==> config.mk <==
export PLATFORM = sky130hd
export DESIGN_NAME = sram_sample_fifo
export DESIGN_NICKNAME = d
export VERILOG_FILES = /design/src/rtl/sram_sample_fifo.sv
export SDC_FILE = /design/constraint.sdc
export NUM_CORES = 1
export LEC_CHECK = 0
export CORE_AREA = 5 5 160 162
export CTS_CLUSTER_SIZE = 25
export DETAILED_ROUTE_END_ITERATION = 7
export DIE_AREA = 0 0 165 167
export GPL_TIMING_DRIVEN = 0
export PLACE_DENSITY = 0.62
export REMOVE_ABC_BUFFERS = 1
export SLEW_MARGIN = 30
export SYNTH_ARGS = -nofsm -noshare
export SYNTH_HDL_FRONTEND = slang
export SYNTH_SLANG_ARGS = --single-unit
export TNS_END_PERCENT = 50
==> constraint.sdc <==
create_clock -name clk -period 4.4 [get_ports clk]
set_input_delay 0.88 -clock clk [delete_from_list [all_inputs] [get_ports clk]]
set_output_delay 0.88 -clock clk [all_outputs]
set_load 0.01 [all_outputs]
==> src/rtl/sram_sample_fifo.sv <==
// Ring-buffer audio sample FIFO using an external SRAM, one access at a time.
// Defining SRAM_FIFO_WATERMARK_EN enables the registered level_hi watermark flag.
module sram_sample_fifo #(
  parameter int ADDR_W     = 18,
  parameter int STROBE_CYC = 2,
  parameter int HI_MARK    = 131072
) (
  input  logic              clk,
  input  logic              reset,
  input  logic              in_valid,
  output logic              in_ready,
  input  logic [15:0]       in_data,
  output logic              out_valid,
  input  logic              out_ready,
  output logic [15:0]       out_data,
  output logic [ADDR_W-1:0] Waddr_out,
  output logic [15:0]       Wdata_out,
  output logic              doWrite,
  output logic [ADDR_W-1:0] Raddr_out,
  output logic              doRead,
  input  logic [15:0]       Rdata_in,
  output logic [ADDR_W:0]   count,
  output logic              full,
  output logic              empty,
  output logic              level_hi
);

  // state     | meaning
  // IDLE      | choose next access (write/read alternate when both pending)
  // WR_SETUP  | write address/data presented, strobe low
  // WR_STROBE | doWrite high for STROBE_CYC cycles
  // WR_DONE   | strobe low, address/data held; commit write
  // RD_SETUP  | read address presented, strobe low
  // RD_STROBE | doRead high for STROBE_CYC cycles
  // RD_CAPT   | strobe low; capture Rdata_in into output register
  typedef enum logic [2:0] {
    IDLE, WR_SETUP, WR_STROBE, WR_DONE, RD_SETUP, RD_STROBE, RD_CAPT
  } state_e;

  localparam int              CW        = ADDR_W + 1;
  localparam logic [CW-1:0]   DEPTH     = {1'b1, {ADDR_W{1'b0}}};
  localparam logic [2:0]      STRB_LOAD = 3'(STROBE_CYC - 1);

  if (STROBE_CYC < 1 || STROBE_CYC > 7 || HI_MARK < 0 || HI_MARK > (1 << ADDR_W)) begin : g_param_check
    $error("sram_sample_fifo: parameter out of range");
  end

  state_e              state_q, state_d;
  logic [2:0]          strb_cnt_q, strb_cnt_d;
  logic [ADDR_W-1:0]   wr_ptr_q, wr_ptr_d;
  logic [ADDR_W-1:0]   rd_ptr_q, rd_ptr_d;
  logic [CW-1:0]       count_q, count_d;
  logic [15:0]         in_hold_q, in_hold_d;
  logic                in_hold_v_q, in_hold_v_d;
  logic [15:0]         out_data_q, out_data_d;
  logic                out_hold_v_q, out_hold_v_d;
  logic                last_wr_q, last_wr_d;
  logic [ADDR_W-1:0]   waddr_q, waddr_d;
  logic [15:0]         wdata_q, wdata_d;
  logic [ADDR_W-1:0]   raddr_q, raddr_d;
  logic                do_write_q, do_write_d;
  logic                do_read_q, do_read_d;
  logic                full_w, empty_w, want_wr, want_rd;

  assign full_w  = (count_q == DEPTH);
  assign empty_w = (count_q == '0);
  assign want_wr = in_hold_v_q && !full_w;
  assign want_rd = !out_hold_v_q && !empty_w;

  always_comb begin
    state_d      = state_q;
    strb_cnt_d   = strb_cnt_q;
    wr_ptr_d     = wr_ptr_q;
    rd_ptr_d     = rd_ptr_q;
    count_d      = count_q;
    in_hold_d    = in_hold_q;
    in_hold_v_d  = in_hold_v_q;
    out_data_d   = out_data_q;
    out_hold_v_d = out_hold_v_q;
    last_wr_d    = last_wr_q;
    waddr_d      = waddr_q;
    wdata_d      = wdata_q;
    raddr_d      = raddr_q;
    do_write_d   = 1'b0;
    do_read_d    = 1'b0;

    if (in_valid && !in_hold_v_q) begin
      in_hold_d   = in_data;
      in_hold_v_d = 1'b1;
    end
    if (out_hold_v_q && out_ready) begin
      out_hold_v_d = 1'b0;
    end

    case (state_q)
      IDLE: begin
        // last_wr_q resets low so a contended first decision goes to the write
        if (want_wr && (!want_rd || !last_wr_q)) begin
          state_d   = WR_SETUP;
          waddr_d   = wr_ptr_q;
          wdata_d   = in_hold_q;
          last_wr_d = 1'b1;
        end else if (want_rd) begin
          state_d   = RD_SETUP;
          raddr_d   = rd_ptr_q;
          last_wr_d = 1'b0;
        end
      end
      WR_SETUP: begin
        state_d    = WR_STROBE;
        strb_cnt_d = STRB_LOAD;
        do_write_d = 1'b1;
      end
      WR_STROBE: begin
        if (strb_cnt_q == '0) begin
          state_d = WR_DONE;
        end else begin
          strb_cnt_d = strb_cnt_q - 3'd1;
          do_write_d = 1'b1;
        end
      end
      WR_DONE: begin
        state_d     = IDLE;
        wr_ptr_d    = wr_ptr_q + ADDR_W'(1);
        count_d     = count_q + CW'(1);
        in_hold_v_d = 1'b0;
      end
      RD_SETUP: begin
        state_d    = RD_STROBE;
        strb_cnt_d = STRB_LOAD;
        do_read_d  = 1'b1;
      end
      RD_STROBE: begin
        if (strb_cnt_q == '0) begin
          state_d = RD_CAPT;
        end else begin
          strb_cnt_d = strb_cnt_q - 3'd1;
          do_read_d  = 1'b1;
        end
      end
      RD_CAPT: begin
        state_d      = IDLE;
        out_data_d   = Rdata_in;
        out_hold_v_d = 1'b1;
        rd_ptr_d     = rd_ptr_q + ADDR_W'(1);
        count_d      = count_q - CW'(1);
      end
      default: state_d = IDLE;
    endcase
  end

  always_ff @(posedge clk) begin
    if (reset) begin
      state_q      <= IDLE;
      strb_cnt_q   <= '0;
      wr_ptr_q     <= '0;
      rd_ptr_q     <= '0;
      count_q      <= '0;
      in_hold_q    <= '0;
      in_hold_v_q  <= 1'b0;
      out_data_q   <= '0;
      out_hold_v_q <= 1'b0;
      last_wr_q    <= 1'b0;
      waddr_q      <= '0;
      wdata_q      <= '0;
      raddr_q      <= '0;
      do_write_q   <= 1'b0;
      do_read_q    <= 1'b0;
    end else begin
      state_q      <= state_d;
      strb_cnt_q   <= strb_cnt_d;
      wr_ptr_q     <= wr_ptr_d;
      rd_ptr_q     <= rd_ptr_d;
      count_q      <= count_d;
      in_hold_q    <= in_hold_d;
      in_hold_v_q  <= in_hold_v_d;
      out_data_q   <= out_data_d;
      out_hold_v_q <= out_hold_v_d;
      last_wr_q    <= last_wr_d;
      waddr_q      <= waddr_d;
      wdata_q      <= wdata_d;
      raddr_q      <= raddr_d;
      do_write_q   <= do_write_d;
      do_read_q    <= do_read_d;
    end
  end

`ifdef SRAM_FIFO_WATERMARK_EN
  localparam logic [CW-1:0] HI_W = CW'(HI_MARK);
  logic level_hi_q, level_hi_d;

  always_comb begin
    level_hi_d = (count_q >= HI_W);
  end

  always_ff @(posedge clk) begin
    if (reset) begin
      level_hi_q <= 1'b0;
    end else begin
      level_hi_q <= level_hi_d;
    end
  end

  assign level_hi = level_hi_q;
`else
  assign level_hi = 1'b0;
`endif

  assign in_ready  = !in_hold_v_q;
  assign out_valid = out_hold_v_q;
  assign out_data  = out_data_q;
  assign Waddr_out = waddr_q;
  assign Wdata_out = wdata_q;
  assign doWrite   = do_write_q;
  assign Raddr_out = raddr_q;
  assign doRead    = do_read_q;
  assign count     = count_q;
  assign full      = full_w;
  assign empty     = empty_w;

endmodule
Word-level counts from Yosys, hierarchy flattened
Cells that the tools add are included.

operators by class
  $add $sub $neg = 5
  eq/ne operators = 11
  bitwise operators = 1
  reductions and logical operators = 27
  multiplexer cells = 15

operators with widths
  kind                                                  number
  case mux 19 bit (2 select lines)                      1
  adder 18 x 1 -> 18 bit (second input constant)        2
  adder 19 x 1 -> 19 bit (second input constant)        1
  equality test 19 bit (second input constant)          1
  zero test 19 bit                                      1
  subtractor 19 x 1 -> 19 bit (second input constant)   1
  2-to-1 mux 3 bit                                      5
  case mux 3 bit (5 select lines)                       1
  equality test 3 bit (second input constant)           3
  nonzero test 2 bit                                    4
  equality test 3 x 2 -> 1 bit (second input constant)  2
  zero test 1 bit                                       6
  zero test 3 bit                                       2
  inequality test 2 bit (second input constant)         3
  case mux 3 bit (2 select lines)                       1
  AND reduction 2 bit                                   3
  AND reduction 3 bit                                   2
  OR reduction 2 bit                                    3
  logical AND 1 bit                                     5
  2-to-1 mux 1 bit                                      5
  case mux 1 bit (2 select lines)                       2
  equality test 3 x 1 -> 1 bit (second input constant)  1
  inequality test 3 bit (second input constant)         1
  subtractor 3 x 1 -> 3 bit (second input constant)     1
  2 further kinds                                       2

word-level totals
  input port bits = 36
  register bits = 150
  output and inout port bits = 94
  word-level logic and storage cells = 74

Longest topological paths before layout
Gate-level depths: netlist of the first run.

  word-level depth = 8
  mapped depth = 12
  depth with buffers taken out = 8

Least setup slack after synthesis of the first run
OpenSTA, ideal clock, no wires.

  path kind = register to register
  start point = reg state_q[1]
  end point = reg count_q[12], in the netlist count[12]
  setup slack = 1.276 ns
  period minus slack after synthesis = 3.124 ns
  required time = 4.279 ns
  stages on the path, launching flop included = 13
  setup time = 0.121 ns
  buffers on the path = 4
  arrival = 3.003 ns
  cell sequence = dfxtp_1 > clkbuf_1 > nand3b_1 > clkbuf_1 > buf_1 > xnor2_1 > ha_1 > clkbuf_1 > nand4_1 > or3_1 > a21boi_0 > a22oi_1 > mux2_2

on the way
  longest elaborated chain between the ends = 2
  elaborated cells on any way between the ends = 4
  classes of those cells = eq/ne (2); mux (1); reduce/logical (1)

ends and longest elaborated chain
  item                                                                           RTL line  source
  start: declaration                                                             48        state_e state_q, state_d;
  start signal: assignment                                                       170       state_q <= state_d;
  equality test 3 bit / equality test 3 x 2 -> 1 bit (equally long branches)     95        case (state_q)
  case mux 19 bit (2 select lines) / nonzero test 2 bit (equally long branches)  -
  end signal: assignment                                                         174       count_q <= count_d;
  end: declaration                                                               52        logic [CW-1:0] count_q, count_d;

Parallel ways exist; a longest one is shown, timed or not.
A chain may end at the register's enable or synchronous reset.

Worst setup path in the final report of the first run
  start point = reg count_q[14], in the netlist count[14]
  end point = out full

on the way
  longest elaborated chain between the ends = 1

ends and longest elaborated chain
  item                  RTL line  source
  equality test 19 bit  65        assign full_w = (count_q == DEPTH);
  end: declaration      23        output logic full,

No other way between the ends.

==> PnR_summary.wiki, run 1 <==
{| class="wikitable"
! Metric !! Value
|-
| LEAKAGE || 3.06 nW
|-
| Commonest cells post-synth || dfxtp_1 (150), nand2_1 (108), nand2b_1 (107), nor2_1 (63), a21oi_1 (58)
|-
| Global route overflow || 0
|-
| Initial antenna violation count || 0
|-
| Shortest clock period the worst path allows after layout || 3.95 ns
|-
| First-pass GRT wire length || around 29,000 µm
|-
| Filler Cells Inserted || 2,476
|-
| Yosys top cell area share || 42.5%
|-
| Basic-gate share of the synthesized area counting and, or, nand and nor cells || 29.9%
|-
| Worst-skew pair later-pin latency || roughly 0.42 ns
|-
| Number of clock buffers inserted by TritonCTS || 17
|-
| Total vias in the final route || ~6,000
|-
| Number of synthesized flops with an enable pin || 0
|-
| Main combinational cell family by area after synthesis || simple AND/OR/NAND/NOR gates
|-
| Routed length per placed instance || 13.5 µm
|-
| Die ar. || 27,600 µm²
|-
| Hold violation total from the final report || 0
|-
| Half-perimeter wire length after detailed placement || around 12,000 µm
|-
| Area Overhead vs Synth || 30.1%
|-
| Via count of the first global-routing pass || 5,677
|-
| # clock sinks || 150
|-
| Hold WC Path Type || reg -> reg
|-
| Ant. Diodes || 0
|-
| DIE HEIGHT || 167 µm
|-
| Peak ir drop on the vdd network || between 0.2 and 0.3 mV
|-
| Worst-case headroom to the max-slew limit || 43.4%
|-
| First-pass DRT Iterations || 6
|-
| Status || complete, no violations
|-
| Share of the synthesized netlist area taken by xor and xnor gates || under 10%
|-
| Arrival time reported for the critical path endpoint || about 3 ns
|-
| Slowest cell on the critical path || or4_4
|-
| Core area || 24,000 µm²
|-
| Sequential share of the synthesized area || 42.5%
|-
| Clock-pin slew on the worst setup and hold paths || about 0.070 ns
|-
| Required time worst endpoint || 3.52 ns
|-
| Drt initial violations || 340
|-
| DRC Markers || 0
|-
| Area used by multi-input combinational logic || 3720 µm²
|-
| Via-to-Cell Ratio || 4.69
|-
| Maximum achievable frequency || between 200 and 300 MHz
|-
| Kind of start point of the critical path || flip-flop
|-
| Maximum number of pins on one net before global-route repair || about 140
|-
| Number of library cell types mapped by synthesis || 57
|-
| Slowest Stage Delay on Critical Path || 0.58 ns
|-
| Mean cell area of the mapped netlist || between 8 and 9 µm²
|-
| Critical Path Sink Type || output pin
|-
| Post-route clock skew || between 0.01 and 0.015 ns
|-
| Share of layout cells above drive strength 1 || 6.20%
|-
| Count of maximum capacitance violations || 0
|-
| Gates resized, CTS repair || 0
|-
| Worst-margin pin slew || 0.849 ns
|-
| Multiplexer share of the synthesized area || 9.08%
|-
| Startpoint of the most critical register-to-register path || state_q[2]
|-
| Adder and majority cell fraction of the synthesized area || less than 1%
|-
| Quantity of hold-fixing buffers added after cts || 0
|-
| Register area || 3000 µm²
|-
| Maximum net fanout on the critical path || 10
|-
| Top area cells in the synthesized netlist || dfxtp_1 (42%), nand2b_1 (9.5%), mux2i_1 (7.6%)
|-
| Total wirelength of the detailed-routed design || around 17,000 µm
|-
| Overall fraction of global-route tracks in use || 12.6%
|-
| Total of buffers placed on input and output ports || 128
|-
| Chip Width || 165 µm
|-
| Buffer count from post-CTS setup fixing || 0
|-
| Clock Tree Buf Depth || 2
|-
| Initial core utilization || 29.5%
|-
| CTS HTree Levels || 4
|-
| Root Driver || clkbuf_16
|-
| Warning count from the yosys run || 0
|-
| Hold Path Origin || out_data[0]
|-
| Cells along the critical path || or4_4 -> or4_4 -> or2_1 -> nor2_1 -> clkdlybuf4s50_1
|-
| Total power per unit cell area || 455 nW/µm²
|-
| FFs w/ async S/R, synth || 0%
|-
| Setup Viol. Count Final || 0
|-
| Slew Limit Fails || 0
|-
| Most repeated cell in the gate-level netlist after synthesis || dfxtp_1
|-
| Netlist area before placement || 7070 µm²
|-
| Most Frequent Cell on Critical Path || or4_4
|-
| Clock tree from TritonCTS || built
|-
| RePlAce Congestion || a little over 0.8
|-
| Crit. Startpoint || count[14]
|-
| Gate count of the mapped netlist || 844
|-
| Post-layout net count || 980
|-
| Worst hold-check slack || 0.453 ns
|-
| Worst setup path category || reg -> out
|-
| Io pins || 130
|-
| Ratio of final minimum period to clock period || around 90%
|-
| Most common flop cell mapped by yosys || dfxtp_1
|-
| Biggest area consumer among synthesized cells || dfxtp_1
|-
| Total power || 0.00419 W
|-
| Compound-gate portion of the synthesized area || about a tenth
|-
| Number of synthesized register bits || 150
|-
| Rows || 57
|-
| Unrepaired setup endpoints after global routing || false
|-
| Remaining antenna violation count after routing || 0
|}
==> registers in the layout, indices dropped and copies added, names as in the netlist, 16 cells and up <==
name	count
Raddr_out	18
Wdata_out	16
wr_ptr_q	18
in_hold_q	16
rd_ptr_q	18
out_data	16
Waddr_out	18
count	19
==> critical path: cells and delay by family (launching register included) <==
kind | cells | cell delay (ns)
buf+inv | 1 | 0.57
flops | 1 | 0.42
simple gates | 4 | 1.66
==> final cells by class <==
cell class              count  share of cell area [%]
multi-input cells         618                    40.4
flip-flops and latches    150                    32.6
repair buffers            135                    15.5
clock buffers              18                    4.77
well taps                 324                    4.41
clock inverters            14                    1.52
inverters                  17                   0.694
==> cells by family (layout without fill, tap and decap cells) <==
kind of cell | after synthesis | count (layout)
AND/OR/NAND/NOR | 407 | 407
AO/OA/AOI/OAI | 121 | 121
XOR/XNOR | 22 | 22
buffers and inverters | 76 | 184
multiplexers | 62 | 62
adder cells (fa/ha/maj) | 5 | 5
flip-flops | 150 | 150
other | 1 | 1
==> layout by cell type, fill, tap and decap left out, types with 5 or more instances in the layout <==
master           Yosys  layout
dfxtp_1            150     150
clkdlybuf4s50_1      0     127
nand2_1            108     108
nand2b_1           107     107
nor2_1              63      63
a21oi_1             58      58
mux2i_1             54      54
o21ai_0             33      33
nor3_1              32      32
nand3_1             21      21
inv_1               17      17
clkbuf_16            0      17
nand4_1             14      14
nor4_1              13      13
xnor2_1             12      12
xor2_1              10      10
or3_1                9       9
nor2b_1              8       7
mux2_2               7       7
and4_1               6       6
inv_6                0       6
ha_1                 5       5
buf_8                0       5
==> routing by layer <==
| metal | GRT usage, % | vias up | part of all wire, % |
|---|---|---|---|
| met4 | 3.15 | 0 | 0.60 |
| met1 | 17.4 | 2755 | 49 |
| met3 | 3.68 | 7 | 6.1 |
| met2 | 19.3 | 148 | 45 |
| li1 | - | 3071 | - |
| met5 | 0 | - | 0 |
==> where the power goes <==
group	switching, W	internal [W]	leakage (nW)
sequential	0.000120	0.00144	1.21
combinational	0.000592	0.000596	1.56
clock	0.000630	0.000812	0.286
total	0.00134	0.00285	3.06
==> path summary, 6_finish.rpt <==
check | endpoint | slack (ns) | cells past startpoint
worst min register to register | out_data[0] | 0.45 | 2
worst min-delay path | out_data[0] | 0.45 | 2
worst max register to register | count[12] | 1.03 | 9
worst max-delay path | full | 0.45 | 5
==> through the flow <==
step / utilization [%] / worst slack [ns] / area [µm²] / setup TNS, ns / cells
4_1_cts: 38.4 / 0.447 / 9200 / 0 / 1276
2_1_floorplan: - / 0.869 / 6770 / 0 / 785
3_3_place_gp: 35.3 / -2.46 / 8450 / -309.84 / 1237
3_5_place_dp: 36.0 / 0.935 / 8620 / 0 / 1244
6_report: 38.4 / 0.452 / 9200 / 0 / 1276
5_1_grt: 38.4 / 0.318 / 9200 / 0 / 1276
No activity file was read; power rests on OpenSTA's default activity.
==> inputs of run 2 (changes only) <==
Settings changed: CORE_AREA 5 5 160 162 to 5 5 125 127, DIE_AREA 0 0 165 167 to 0 0 130 132, PLACE_DENSITY 0.62 to 0.88.
==> PnR_summary.wiki, run 2 (synthesis gave the netlist of run 1 again) <==
{| class="wikitable"
! Metric !! Value
|-
| Slowest Stage Delay on Critical Path || 0.58 ns
|-
| Core area || 14,300 µm²
|-
| Hold Path Origin || in_hold_q[15]
|-
| Commonest cells after routing, fill and taps aside || dfxtp_1 (150), clkdlybuf4s50_1 (127), nand2_1 (108)
|-
| Half-perimeter wire length after detailed placement || roughly 11,000 µm
|-
| Via-to-Cell Ratio || 5.38
|-
| Status || complete, no violations
|-
| Initial core utilization || 49.4%
|-
| LEAKAGE || 3.05 nW
|-
| Gates resized, CTS repair || 0
|-
| Arrival time reported for the critical path endpoint || 3.08 ns
|-
| Cells along the critical path || or4_4 -> or4_4 -> or2_1 -> nor2_1 -> clkdlybuf4s50_1
|-
| Required time worst endpoint || between 3 and 4 ns
|-
| Clock-pin slew on the worst setup and hold paths || 0.06 ns
|-
| Startpoint of the most critical register-to-register path || state_q[2]
|-
| Total instance count after detailed placement || 1,103
|-
| Number of cells on the worst hold path || 2
|-
| Worst-case reg-to-reg path depth || 9
|-
| Share of power burned in combinational logic || 27.0%
|-
| DIE HEIGHT || 132 µm
|-
| Area Overhead vs Synth || 27.6%
|-
| Overall fraction of global-route tracks in use || 19.0%
|-
| First-pass DRT Iterations || 5
|-
| Total of buffers placed on input and output ports || ~130
|-
| Worst-skew pair later-pin latency || 0.41 ns
|-
| Share of layout cells above drive strength 1 || 5.89%
|-
| Area of placed instances || about 8400 µm²
|-
| Rows || 44
|-
| Max Used Layer || met4
|-
| Ant. Diodes || 0
|-
| Quantity of hold-fixing buffers added after cts || 0
|-
| Number of clock buffers inserted by TritonCTS || 17
|-
| Final cell count without fillers || 1,135
|-
| # clock sinks || 150
|-
| Peak ir drop on the vdd network || ~0.26 mV
|-
| Setup Viol. Count Final || 0
|-
| Global route overflow || 0
|-
| Hold WC Path Type || reg -> reg
|-
| Most common cell after layout, fill and taps aside || dfxtp_1
|-
| WL met1 || ~7000 µm
|-
| Total wirelength of the detailed-routed design || 16,200 µm
|-
| Io pins || between 100 and 150
|-
| Post-layout net count || between 900 and 1,000
|-
| Die ar. || 17,200 µm²
|-
| Proportion of power drawn by the clock network || 35.8%
|-
| Slowest cell on the critical path || clkdlybuf4s50_1
|-
| Maximum net fanout on the critical path || 10
|-
| Unrepaired setup endpoints after global routing || false
|-
| Terminus of the critical flop-to-flop path || count[12]
|-
| Hold violation total from the final report || 0
|-
| Most Frequent Cell on Critical Path || or4_4
|-
| Total vias in the final route || 6,102
|-
| Routed met2 length || around 8000 µm
|-
| Met3 WL || around 1200 µm
|-
| Buffer count from post-CTS setup fixing || 0
|-
| Worst-margin pin slew || 0.874 ns
|-
| Filler Cells Inserted || 1,200
|-
| Post-route clock skew || a little under 0.008 ns
|-
| Maximum number of pins on one net before global-route repair || between 100 and 150
|-
| Root Driver || clkbuf_16
|-
| Worst setup path category || reg -> out
|-
| Chip Width || between 100 and 150 µm
|-
| Fraction of power consumed by sequential logic || a little under two fifths
|-
| Via count of the first global-routing pass || approximately 5,700
|-
| Final instance area || 9020 µm²
|-
| Kind of start point of the critical path || flip-flop
|-
| Initial antenna violation count || 0
|-
| Slew Limit Fails || 0
|-
| Drt initial violations || around 430
|-
| Maximum achievable frequency || 253 MHz
|-
| RePlAce Congestion || 0.861
|-
| Total power per unit cell area || 464 nW/µm²
|-
| Cell-internal power || 0.00294 W
|-
| Remaining antenna violation count after routing || 0
|-
| R2R setup slack || about 1.2 ns
|-
| Ratio of final minimum period to clock period || 89.9%
|-
| Switching power || between 0.001 and 0.0015 W
|-
| Count of maximum capacitance violations || 0
|-
| Clock Tree Buf Depth || 2
|-
| Shortest clock period the worst path allows after layout || between 3 and 4 ns
|-
| Critical Path Sink Type || output pin
|-
| Worst hold-check slack || 0.451 ns
|-
| CTS HTree Levels || 4
|-
| Worst-case headroom to the max-slew limit || 41.7%
|-
| First-pass GRT wire length || 27,100 µm
|-
| Worst Hold Endpoint || in_hold_q[15]
|-
| Routed length per placed instance || 14.3 µm
|-
| Worst Slack Setup Final || roughly 0.44 ns
|-
| Total power || roughly 0.0042 W
|-
| Clock tree from TritonCTS || built
|-
| Net switching share of the total power || between 20% and 30%
|-
| DRC Markers || 0
|-
| Pre-CTS setup slack || 0.909 ns
|-
| Max reg flops || 19
|}
==> run 2: cell types whose count changed in the layout (fill, tap and decap cells not counted), sizes merged <==
cell / before / now
clkinvlp: 1 / 2
clkinv: 4 / 7
buf: 8 / 7
bufinv: 1 / 4
inv: 25 / 17
clkbuf: 18 / 19
==> run 2: area by class of cell <==
cell class / instances / area, µm² / share of cell area, %
multi-input combinational: 618 / 3720 / 41.2
sequential: 150 / 3000 / 33.3
timing repair buffer: 134 / 1390 / 15.4
clock buffer: 19 / 433 / 4.80
tap: 184 / 230 / 2.55
clock inverter: 13 / 181 / 2.01
inverter: 17 / 63.8 / 0.707
==> run 2: critical path, delay by kind of cell, from the launching register on <==
kind / cells / cell delay (ns)
flops: 1 / 0.40
simple gates: 4 / 1.68
buf+inv: 1 / 0.58
==> run 2: power groups by stage <==
stage	Clock, W	Combinational, W	Sequential [W]
after global placement	0	0.00106	0.00158
after CTS	0.00153	0.00114	0.00156
after global routing	0.00159	0.00123	0.00158
after detailed placement	0	0.00113	0.00158
after floorplan	0	0.000712	0.00158
final	0.00150	0.00113	0.00156
==> run 2: worst max-delay path by stage <==
stage | slack, ns | to | depth (start not counted) | from
6_report | 0.44 | empty | 5 | count[14]
5_1_grt | 0.32 | empty | 5 | count[14]
3_5_place_dp | 0.91 | empty | 5 | count[14]
2_1_floorplan | 0.87 | Raddr_out[0] | 5 | count[14]
3_3_place_gp | -2.17 | count[18] | 4 | reset
4_1_cts | 0.44 | empty | 5 | count[14]
==> run 2: through the flow <==
stage / setup TNS (ns) / util (%)
3_3_place_gp: -262.12 / 57.8
5_1_grt: 0 / 63.0
4_1_cts: 0 / 63.0
6_report: 0 / 63.0
3_5_place_dp: 0 / 58.8
2_1_floorplan: 0 / -
==> run 2: metal layers <==
| layer | vias to the layer above | global-route usage (%) |
|---|---|---|
| met3 | 23 | 5.75 |
| met4 | 0 | 6.12 |
| met1 | 2803 | 24.0 |
| met2 | 209 | 31.1 |
| li1 | 3067 | - |
| met5 | - | 0 |
